--- src/rtl/br_predict_resolve.sv ---
// Branch unit: PC-indexed 2-bit saturating counter table for prediction, condition evaluation for resolve.
// Optional macro BR_STATS_EN adds br_count/miss_count resolve statistics outputs.
module br_predict_resolve #(
  parameter int         PC_W     = 16,
  parameter int         IDX_W    = 6,
  parameter logic [1:0] CTR_INIT = 2'b01
) (
  input  logic            clk,
  input  logic            rst_n,
  input  logic            pred_valid,
  input  logic [PC_W-1:0] pred_pc,
  output logic            pred_out_valid,
  output logic            pred_taken,
  input  logic            resolve_valid,
  input  logic [PC_W-1:0] resolve_pc,
  input  logic [2:0]      condition,
  input  logic            z,
  input  logic            ov,
  input  logic            n,
  input  logic            taken,
  output logic            miss_valid,
  output logic            miss,
  output logic            actual_taken
`ifdef BR_STATS_EN
  ,
  output logic [31:0]     br_count,
  output logic [31:0]     miss_count
`endif
);

  localparam int DEPTH = 2**IDX_W;

  logic [1:0]       ctr_r [DEPTH];
  logic [IDX_W-1:0] pred_idx_s;
  logic [IDX_W-1:0] res_idx_s;
  logic             act_s;
  logic             miss_s;
  logic             unused_pc_s;

  function automatic logic eval_cond(input logic [2:0] cc, input logic fz, input logic fov,
                                     input logic fn);
    logic r;
    case (cc)
      3'd0:    r = fz;
      3'd1:    r = ~(fz | fn);
      3'd2:    r = ~fn;
      3'd3:    r = fn;
      3'd4:    r = fz | fn;
      3'd5:    r = ~fz;
      3'd6:    r = fov;
      3'd7:    r = 1'b1;
      default: r = 1'b1;
    endcase
    return r;
  endfunction

  function automatic logic [1:0] ctr_next(input logic [1:0] c, input logic up);
    logic [1:0] r;
    if (up) begin
      if (c == 2'b11) r = c;
      else            r = c + 2'b01;
    end else begin
      if (c == 2'b00) r = c;
      else            r = c - 2'b01;
    end
    return r;
  endfunction

  // Table indices, evaluated branch outcome and miss.
  always_comb begin
    pred_idx_s = pred_pc[IDX_W-1:0];
    res_idx_s  = resolve_pc[IDX_W-1:0];
    act_s      = eval_cond(condition, z, ov, n);
    miss_s     = act_s ^ taken;
  end

  // Upper PC bits alias onto the same entry on purpose.
  assign unused_pc_s = ^{pred_pc[PC_W-1:IDX_W], resolve_pc[PC_W-1:IDX_W]};

  // Counter table training; reads elsewhere see the pre-update value.
  always_ff @(posedge clk or negedge rst_n) begin
    if (!rst_n) begin
      for (int i = 0; i < DEPTH; i++) ctr_r[i] <= CTR_INIT;
    end else if (resolve_valid) begin
      ctr_r[res_idx_s] <= ctr_next(ctr_r[res_idx_s], act_s);
    end
  end

  // Prediction output register; direction holds while idle.
  always_ff @(posedge clk or negedge rst_n) begin
    if (!rst_n) begin
      pred_out_valid <= 1'b0;
      pred_taken     <= 1'b0;
    end else begin
      pred_out_valid <= pred_valid;
      if (pred_valid) pred_taken <= ctr_r[pred_idx_s][1];
      else            pred_taken <= pred_taken;
    end
  end

  // Resolve output register; results clear when idle.
  always_ff @(posedge clk or negedge rst_n) begin
    if (!rst_n) begin
      miss_valid   <= 1'b0;
      miss         <= 1'b0;
      actual_taken <= 1'b0;
    end else begin
      miss_valid <= resolve_valid;
      if (resolve_valid) begin
        miss         <= miss_s;
        actual_taken <= act_s;
      end else begin
        miss         <= 1'b0;
        actual_taken <= 1'b0;
      end
    end
  end

`ifdef BR_STATS_EN
  // Resolve statistics, wrapping at 2**32.
  always_ff @(posedge clk or negedge rst_n) begin
    if (!rst_n) begin
      br_count   <= 32'd0;
      miss_count <= 32'd0;
    end else if (resolve_valid) begin
      br_count <= br_count + 32'd1;
      if (miss_s) miss_count <= miss_count + 32'd1;
      else        miss_count <= miss_count;
    end else begin
      br_count   <= br_count;
      miss_count <= miss_count;
    end
  end
`endif

endmodule

--- config.mk ---
export PLATFORM = sky130hd
export DESIGN_NAME = br_predict_resolve
export DESIGN_NICKNAME = d
export VERILOG_FILES = /design/src/rtl/br_predict_resolve.sv
export SDC_FILE = /design/constraint.sdc
export NUM_CORES = 1
export LEC_CHECK = 0
export ABC_AREA = 1
export CAP_MARGIN = 20
export CORE_MARGIN = 1
export CORE_UTILIZATION = 58
export DETAILED_ROUTE_END_ITERATION = 10
export PLACE_DENSITY = 0.77
export REMOVE_ABC_BUFFERS = 1
export SLEW_MARGIN = 20
export SYNTH_ARGS = -nofsm -noshare
export SYNTH_HDL_FRONTEND = slang
export SYNTH_SLANG_ARGS = --single-unit
--- constraint.sdc ---
create_clock -name clk -period 2 [get_ports clk]
set_clock_uncertainty 0.2 [all_clocks]
set_input_delay 0.2 -clock clk [delete_from_list [all_inputs] [get_ports clk]]
set_output_delay 0.2 -clock clk [all_outputs]
set_load 0.005 [all_outputs]
==> results.yml, run 1 <==
worst_setup_path:
  path_class: "reg -> reg"
  cp.arrival_ps: 2360
  cp_max_fo: 7
  critPathRequiredTime_ps: 2170
  endpoint_kind: "flop"
  r2r_slack_ps: -200
  critPathLaunchType: "flop"
power_and_ir_drop:
  vdd_ir_drop_max_mv: 0.654
  leakage_uw: 0.00530
  finalPower_uw: 9120
  pwr_density_cell_mw_per_mm2: 863
floorplan:
  io_pins: 48
  start_util_pct: 59.8
  rows: 42
  dieArea_mm2: 0.0142
  fp.dieH_um: 119
  die_w_um: 119
  fp.coreArea_mm2: 0.0133
run_status:
  outcome: "complete, but fails checks"
  violations: "setup timing"
place:
  dpl-instance-area_mm2: 0.00925
  place_ws_ps: -759
  hpwl_mm: 17.6
  gp_congestion: 0.979
  io_buffers: 27
sta:
  report.final.slew_viol_count: 0
  finalCriticalPeriod_ps: 2200
  relSlewSlack_pct: 74.2
  hold_violations: 0
  max_freq_mhz: 455
  worstMarginPinSlew_ps: 387
  worst_slack_ps: -196
  rsz0062_at_grt: "true"
  finalSetupViolCount: 127
  period_share_pct: 110
  tns_ps: -10750
clock_network:
  cts.sinks: 133
  clkSlewWorstSetupHoldPaths_ps: 60
  tritoncts: "yes"
  clk_latency_ps: 430
  clk_path_buf_depth: 2
  cts_made_buffers: 17
  root_buffer: "clkbuf_16"
  cts.htree.levels: 4
job:
  maxCapViolCount: 0
cells_and_area:
  fin_nets: 1406
  antenna_cells: 0
  syn_to_final_growth_pct: 32.8
  fin_area_mm2: 0.0106
  layout-drive-gt1-share_pct: 25.2
synthesis:
  yosysWarningCount: 0
  synth_cells: 1222
  ys_seq_elements: 133
  synth_seq_area_share_pct: 42.9
  ys_types: 26
  synth_area_mm2: 0.00795
  avgSynthCellArea_um2: 6.51
hold_path:
  min_path_type: "in -> reg"
global_route:
  grt_antenna_before_repair: 0
  grt_max_degree: 71
  grt_pass1_vias: 8346
  grt_usage_pct: 38.4
  overflow: 0
  grt_pass1_wl_mm: 41.7
routing:
  ant_nets: 0
  vias: 8952
  viasPerCell: 5.77
  drt-total-wl_mm: 28.4
  drtIter0Drc: 1352
  drc: 0
  dr.pass1.iters: 7
  wl_per_cell_um: 18.3
## cell families (layout without fill, tap and decap cells)
family	count (synthesis)	in the layout	share of synthesized area, %
and+or+nand+nor	828	829	41.8
AOI/OAI and AO/OA	66	66	4.34
xor gates and xnor gates	1	1	0.110
buffers and inverters	194	347	10.9
DFF	133	133	42.9
## power breakdown
group / internal (µW) / leakage (µW) / switching (µW)
logic: 1000 / 0.00340 / 1430
clock network: 1980 / 0.000286 / 1230
registers: 3250 / 0.00161 / 233
total: 6230 / 0.00530 / 2890
## cell type report
class                           count  area (µm²)
Inverter                          145         547
Timing Repair Buffer              170        1700
Sequential cell                   133        3410
Clock buffer                       23         488
Clock inverter                      9         118
Multi-Input combinational cell    896        4080
Tap cell                          176         220
Fill cell                         925        2740
## path summary, 6_finish.rpt
path                       depth (start not counted)             end        from
min in group asynchronous                          2       ctr_r[14]       rst_n
setup / recovery                                  16       ctr_r[23]   ctr_r[76]
max in group asynchronous                          3       ctr_r[96]       rst_n
hold / removal                                     1  pred_out_valid  pred_valid
hold reg to reg                                    2      ctr_r[112]  ctr_r[112]
setup reg to reg                                  16       ctr_r[23]   ctr_r[76]
## critical path, cell delays in order (launching register included)
cell and delay, ps:
dfstp_2 550, nand2_1 60, nand2_1 110, nand2_1 50, nand2_1 60, nand2_1 40, nand2_1 80, nand2_2 80
nand2_1 60, inv_1 40, nand2_2 60, nor2_4 60, buf_4 140, nand2_4 150, clkbuf_16 190, nand3_1 100
nand2_1 100
## cell usage in the layout (no fill, tap or decap), drive strengths merged
master         instances
o21ai                 33
xor2                   1
nand4                  5
clkbuf                30
or2                    3
a21o                   1
dlygate4sd3            1
clkinvlp               3
dfrtp                 69
dfstp                 64
bufinv                 2
inv                  146
dlymetal6s2s           1
nor3                   6
nand3                131
clkinv                 3
a21oi                 27
o211ai                 5
nor2                  84
buf                  138
clkdlybuf4s50         22
dlygate4sd2            1
nand2                600
## repair_timing
item | CTS | global route
gates cloned | 0 | 11
endpoints found under the setup margin | 128 | 127
setup buffers | 2 | 6
endpoints found under the hold margin | 133 | 0
pin swaps | 10 | 46
resized for setup | 25 | 98
hold buffers | 1 | 0
## sequential cells by signal, summed over array words and instances (netlist names)
name and flops:
actual_taken 1, miss_valid 1, miss 1, ctr_r 128, pred_out_valid 1, pred_taken 1
## cells in the mapped netlist (all sizes together)
cell type / count / area share (%)
nand2: 599 / 28
inv: 145 / 6.9
nand3: 131 / 8.2
nor2: 84 / 4.1
dfrtp: 69 / 22
dfstp: 64 / 21
buf: 36 / 3.4
o21ai: 33 / 2.1
a21oi: 27 / 1.7
clkbuf: 13 / 0.61
nor3: 6 / 0.38
nand4: 5 / 0.39
o211ai: 5 / 0.47
or2: 3 / 0.24
a21o: 1 / 0.094
xor2: 1 / 0.11
## metrics by stage
stage               utilization, %  hold slack, ps  std cells
finish                        79.4            66.7       1552
global route                  79.4            82.4       1552
CTS                           74.9            54.4       1535
detailed placement            69.6           -42.3       1500
global placement              69.6           -42.9       1500
floorplan                        -            -296       1173
## layer usage
| layer | part of all wire (%) | GRT usage (%) |
|---|---|---|
| met4 | 5.3 | 21.4 |
| met2 | 45 | 59.2 |
| met5 | 0 | 0 |
| met3 | 12 | 8.67 |
| met1 | 38 | 50.0 |
No activity file was read; power rests on OpenSTA's default activity.
==> run 2, diff against run 1 <==
RECOVER_POWER = 50   (was not set)
==> run 2 against run 1 <==
Effect of this change:
- the run still ends with setup timing left
- cell count unchanged
- global-route usage unchanged
- power about the same
- first-iteration DRC count up 1.3%
- critical path depth unchanged
- die area unchanged
- sequential power about the same
- worst setup slack worse by 18 ps
- via count down 0.98%
- sequential share of layout area up 0.10 points
- flip-flop and latch count unchanged
- register-to-register slack worse by 20 ps
==> results.yml, run 2 (same netlist as run 1, synthesis figures left out) <==
run_status:
  outcome: "complete, but fails checks"
  violations: "setup timing"
routing:
  dr.pass1.iters: 6
  viasPerCell: 5.71
  wl_per_cell_um: 18.2
  vias: 8864
  drc: 0
  drt-total-wl_mm: 28.3
  drtIter0Drc: 1369
  ant_nets: 0
worst_setup_path:
  critPathLaunchType: "flop"
  slowest_delay_ps: 540
  crit_top_cell: "nand2_1"
  cp.arrival_ps: 2380
  crit_family: "simple AND/OR/NAND/NOR gates"
  cp.buffers_inverters: 3
  slowest_stage: "dfstp_2"
  endpoint_kind: "flop"
  cp_max_fo: 7
  path_class: "reg -> reg"
  critPathRequiredTime_ps: 2170
  path_cells: "nand2_2, nand2_1, nand2_1, nand2_1, nand2_1, nand2_1, nand2_2, nand2_1, inv_1, nand2_2, nor2_4, buf_4, nand2_4, clkbuf_16, nand3_1, nand2_1"
floorplan:
  io_pins: 48
  start_util_pct: 59.8
  fp.dieH_um: 119
  die_w_um: 119
  dieArea_mm2: 0.0142
  rows: 42
  fp.coreArea_mm2: 0.0133
power_and_ir_drop:
  vdd_ir_drop_max_mv: 0.653
  pwr_density_cell_mw_per_mm2: 865
  leakage_uw: 0.00529
sta:
  worstMarginPinSlew_ps: 974
  finalSetupViolCount: 127
  max_freq_mhz: 452
  relSlewSlack_pct: 35.1
  worst_slack_ps: -215
  period_share_pct: 111
  rsz0062_at_grt: "true"
  report.final.slew_viol_count: 0
  hold_violations: 0
  finalCriticalPeriod_ps: 2210
  tns_ps: -11610
cells_and_area:
  syn_to_final_growth_pct: 32.4
  fin_nets: 1406
  regMostFlops: "ctr_r"
  mostFrequentLayoutCell: "nand2_1"
  fin_area_mm2: 0.0105
  largest_register_ffs: 128
  post-route-util_pct: 79.2
  antenna_cells: 0
  layout-drive-gt1-share_pct: 25.1
  final_cell_mix: "nand2_1 (551), inv_1 (133), buf_4 (111), nand3_1 (94), nor2_1 (76)"
global_route:
  met2_usage_pct: 59.2
  grt_max_degree: 71
  grtUsageMet3_pct: 8.67
  overflow: 0
  grt_antenna_before_repair: 0
  grt-busiest-layer: "met2"
  grt_pass1_wl_mm: 41.7
  grt_usage_pct: 38.4
  use_met1_pct: 50.0
  grt_pass1_vias: 8346
clock_network:
  clkSlewWorstSetupHoldPaths_ps: 60
  clk_path_buf_depth: 2
  cts_made_buffers: 17
  tritoncts: "yes"
  cts.sinks: 133
  clk_latency_ps: 440
  root_buffer: "clkbuf_16"
  cts.htree.levels: 4
hold_path:
  min_path_type: "in -> async"
place:
  dpl-instance-area_mm2: 0.00925
  io_buffers: 27
  gp_congestion: 0.979
  hpwl_mm: 17.6
  place_ws_ps: -759
job:
  maxCapViolCount: 0
==> run 2: cell types whose count changed in the layout (fill, tap and decap cells not counted) <==
| cell | change |
|---|---|
| dlygate4sd3_1 | +2 |
| buf_6 | -1 |
| clkdlybuf4s50_1 | -2 |
| buf_12 | -2 |
| clkbuf_1 | +1 |
| clkbuf_4 | +2 |
==> run 2: worst reg2reg max path, stage by stage (launching register included) <==
cell and delay (ps):
dfstp_2 540, nand2_2 70, nand2_1 90, nand2_1 50, nand2_1 70, nand2_1 50
nand2_1 90, nand2_2 80, nand2_1 60, inv_1 40, nand2_2 70, nor2_4 60
buf_4 140, nand2_4 140, clkbuf_16 190, nand3_1 110, nand2_1 100
==> run 2: metal layers <==
| metal | vias up | wire, µm |
|---|---|---|
| met4 | 0 | 1480 |
| met1 | 4113 | 11000 |
| met3 | 140 | 3050 |
| met5 | - | 0 |
| li1 | 4027 | - |
| met2 | 584 | 12800 |
==> run 2: power by group <==
group,internal [µW],total [µW],switching (µW)
clock,1980,3210,1230
combinational,994,2420,1430
sequential,3250,3480,232
total,6220,9110,2890
==> run 2: per-stage QoR <==
stage,hold slack [ps],cells,power [µW]
6_report,90.4,1552,9110
3_5_place_dp,-42.3,1500,5340
2_1_floorplan,-296,1173,4370
4_1_cts,54.4,1535,8580
5_1_grt,127,1552,9410
3_3_place_gp,-42.9,1500,5290
==> run 2: final timing paths <==
path	from	endpoint	slack (ps)	cells past startpoint
min in group clk	taken	miss	160	2
setup reg to reg	ctr_r[90]	ctr_r[23]	-210	16
hold reg to reg	ctr_r[112]	ctr_r[112]	270	2
max in group asynchronous	rst_n	ctr_r[99]	510	3
setup / recovery	ctr_r[90]	ctr_r[23]	-210	16
hold / removal	rst_n	ctr_r[14]	90	2
==> run 2: layout make-up <==
type	instances	area, µm²
multi-input cells	896	4080
flip-flops and latches	133	3410
fillers	929	2770
repair buffers	170	1670
inverters	145	547
clock buffers	23	488
well taps	176	220
clock inverters	9	118
==> run 2: what timing repair did <==
| action | 4_1_cts | 5_1_grt |
|---|---|---|
| endpoints found under the hold margin | 133 | 0 |
| hold buffers | 1 | 0 |
| setup endpoints to repair | 128 | 127 |
| resized for setup | 25 | 98 |
| cloned | 0 | 11 |
| buffers inserted | 2 | 6 |
| pin swaps | 10 | 46 |
==> run 3, diff against run 2 <==
CORE_ASPECT_RATIO = 1.1   (was not set)
==> run 3 against run 2 <==
Effect of this change:
- the run still ends with setup timing left
- worst hold slack improved by 76 ps
- fmax rose by 4.5%
- wire length fell by 8.8%
- largest power group unchanged
- critical endpoint is now ctr_r[18]
- flip-flop and latch count did not move
==> results.yml, run 3 (same netlist as run 1, synthesis figures left out) <==
worst_setup_path:
  slowest_stage: "dfrtp_1"
  r2r_cells: 14
  endpoint_kind: "flop"
  cp_max_fo: 15
  crit_family: "simple AND/OR/NAND/NOR gates"
  crit_top_cell: "nand2_1"
  path_cells: "inv_2, nand2_1, nand3_1, nand2_1, o21ai_2, nand2_2, nor2_4, nand3_4, nand2_2, nand2_4, buf_12, buf_12, nand2_1, nand2_1"
  timing.rr.start: "ctr_r[7]"
  r2r_slack_ps: -120
  critPathLaunch: "ctr_r[7]"
  slowest_delay_ps: 390
  critPathLaunchType: "flop"
  path_class: "reg -> reg"
  cp.arrival_ps: 2290
  critPathRequiredTime_ps: 2170
  reg2reg_to: "ctr_r[18]"
  cp.buffers_inverters: 3
global_route:
  use_met1_pct: 48.3
  met2_usage_pct: 60.0
  grt_max_degree: 48
  grt-busiest-layer: "met2"
  grt_pass1_wl_mm: 41.5
  grt_antenna_before_repair: 0
  grt_usage_pct: 38.1
  grtUsageMet3_pct: 8.81
  grt_pass1_vias: 8388
  overflow: 0
power_and_ir_drop:
  vdd_ir_drop_max_mv: 0.621
  pwr_density_cell_mw_per_mm2: 862
  finalPower_uw: 8630
  leakage_uw: 0.00509
hold_path:
  hold_path_end: "miss"
  min-delay-start: "taken"
  min_path_type: "in -> reg"
  min_path_cells: 2
job:
  maxCapViolCount: 0
clock_network:
  tritoncts: "yes"
  clk_path_buf_depth: 2
  root_buffer: "clkbuf_16"
  clk_latency_ps: 440
  cts.htree.levels: 4
  cts_made_buffers: 17
  cts.sinks: 133
  clkSlewWorstSetupHoldPaths_ps: 60
place:
  io_buffers: 27
  hpwl_mm: 17.3
  gp_congestion: 0.987
  dpl-instance-area_mm2: 0.00919
routing:
  drtIter0Drc: 996
  dr.pass1.iters: 5
  ant_nets: 0
  vias: 8571
  viasPerCell: 5.57
  drc: 0
  drt-total-wl_mm: 25.8
  wl_per_cell_um: 16.8
cells_and_area:
  antenna_cells: 0
  num-fill-cells: 1004
  post-route-util_pct: 75.4
  syn_to_final_growth_pct: 25.8
  final_cell_mix: "nand2_1 (565), inv_1 (137), nand3_1 (129), buf_4 (103), nor2_1 (78)"
  regMostFlops: "ctr_r"
  fin_area_mm2: 0.0100
  layout-drive-gt1-share_pct: 20.2
  mostFrequentLayoutCell: "nand2_1"
  fin_nets: 1386
  largest_register_ffs: 128
sta:
  worstMarginPinSlew_ps: 1150
  hold_violations: 0
  relSlewSlack_pct: 23.4
  tns_ps: -8610
  max_freq_mhz: 472
  rsz0062_at_grt: "true"
  finalSetupViolCount: 118
  report.final.slew_viol_count: 0
  finalCriticalPeriod_ps: 2120
  holdWs_ps: 166
  period_share_pct: 106
  worst_slack_ps: -120
run_status:
  violations: "setup timing"
  outcome: "complete, but fails checks"
floorplan:
  fp.dieH_um: 125
  die_w_um: 114
  io_pins: 48
  fp.coreArea_mm2: 0.0133
  rows: 44
  start_util_pct: 59.9
  dieArea_mm2: 0.0142
[run 3: stage by stage]
| step | cells | setup slack (ps) |
|---|---|---|
| after CTS | 1539 | -89.9 |
| final | 1540 | -120 |
| after detailed placement | 1501 | -697 |
| after floorplan | 1173 | -1410 |
| after global routing | 1540 | -225 |
| after global placement | 1501 | -692 |
[run 3: worst max path at each step]
stage | to | slack [ps] | cells past startpoint
finish | ctr_r[18] | -120 | 14
global route | ctr_r[26] | -220 | 20
CTS | ctr_r[32] | -90 | 17
detailed placement | ctr_r[86] | -700 | 15
global placement | ctr_r[108] | -690 | 15
floorplan | ctr_r[0] | -1410 | 12
[run 3: worst register-to-register path: stages, from the launching register on]
cell and delay (ps):
dfrtp_1 390, inv_2 80, nand2_1 70, nand3_1 160
nand2_1 90, o21ai_2 150, nand2_2 90, nor2_4 130
nand3_4 110, nand2_2 100, nand2_4 70, buf_12 140
buf_12 150, nand2_1 80, nand2_1 50
[run 3: report_power, final]
part	internal, µW	switching (µW)
combinational	816	1200
clock	1890	1240
sequential	3250	231
[run 3: final cells by class]
class | count | area [µm²] | area share [%]
Timing Repair Buffer | 151 | 1390 | 13.9
Tap cell | 184 | 230 | 2.30
Clock inverter | 12 | 131 | 1.31
Sequential cell | 133 | 3410 | 34.1
Multi-Input combinational cell | 895 | 3840 | 38.4
Inverter | 145 | 547 | 5.47
Clock buffer | 20 | 457 | 4.57
[run 3: layer usage]
| metal | vias up | share of wire, % |
|---|---|---|
| li1 | 3979 | - |
| met1 | 3965 | 39 |
| met2 | 496 | 46 |
| met3 | 131 | 9.8 |
| met4 | 0 | 4.9 |
| met5 | - | 0 |
[run 3: timing repair]
item | in CTS | in global routing
setup buffers | 6 | 2
endpoints found under the hold margin | 96 | 0
pin swaps | 8 | 11
hold buffers | 1 | 0
gates cloned | 1 | 1
resized for setup | 26 | 36
setup endpoints to repair | 128 | 129
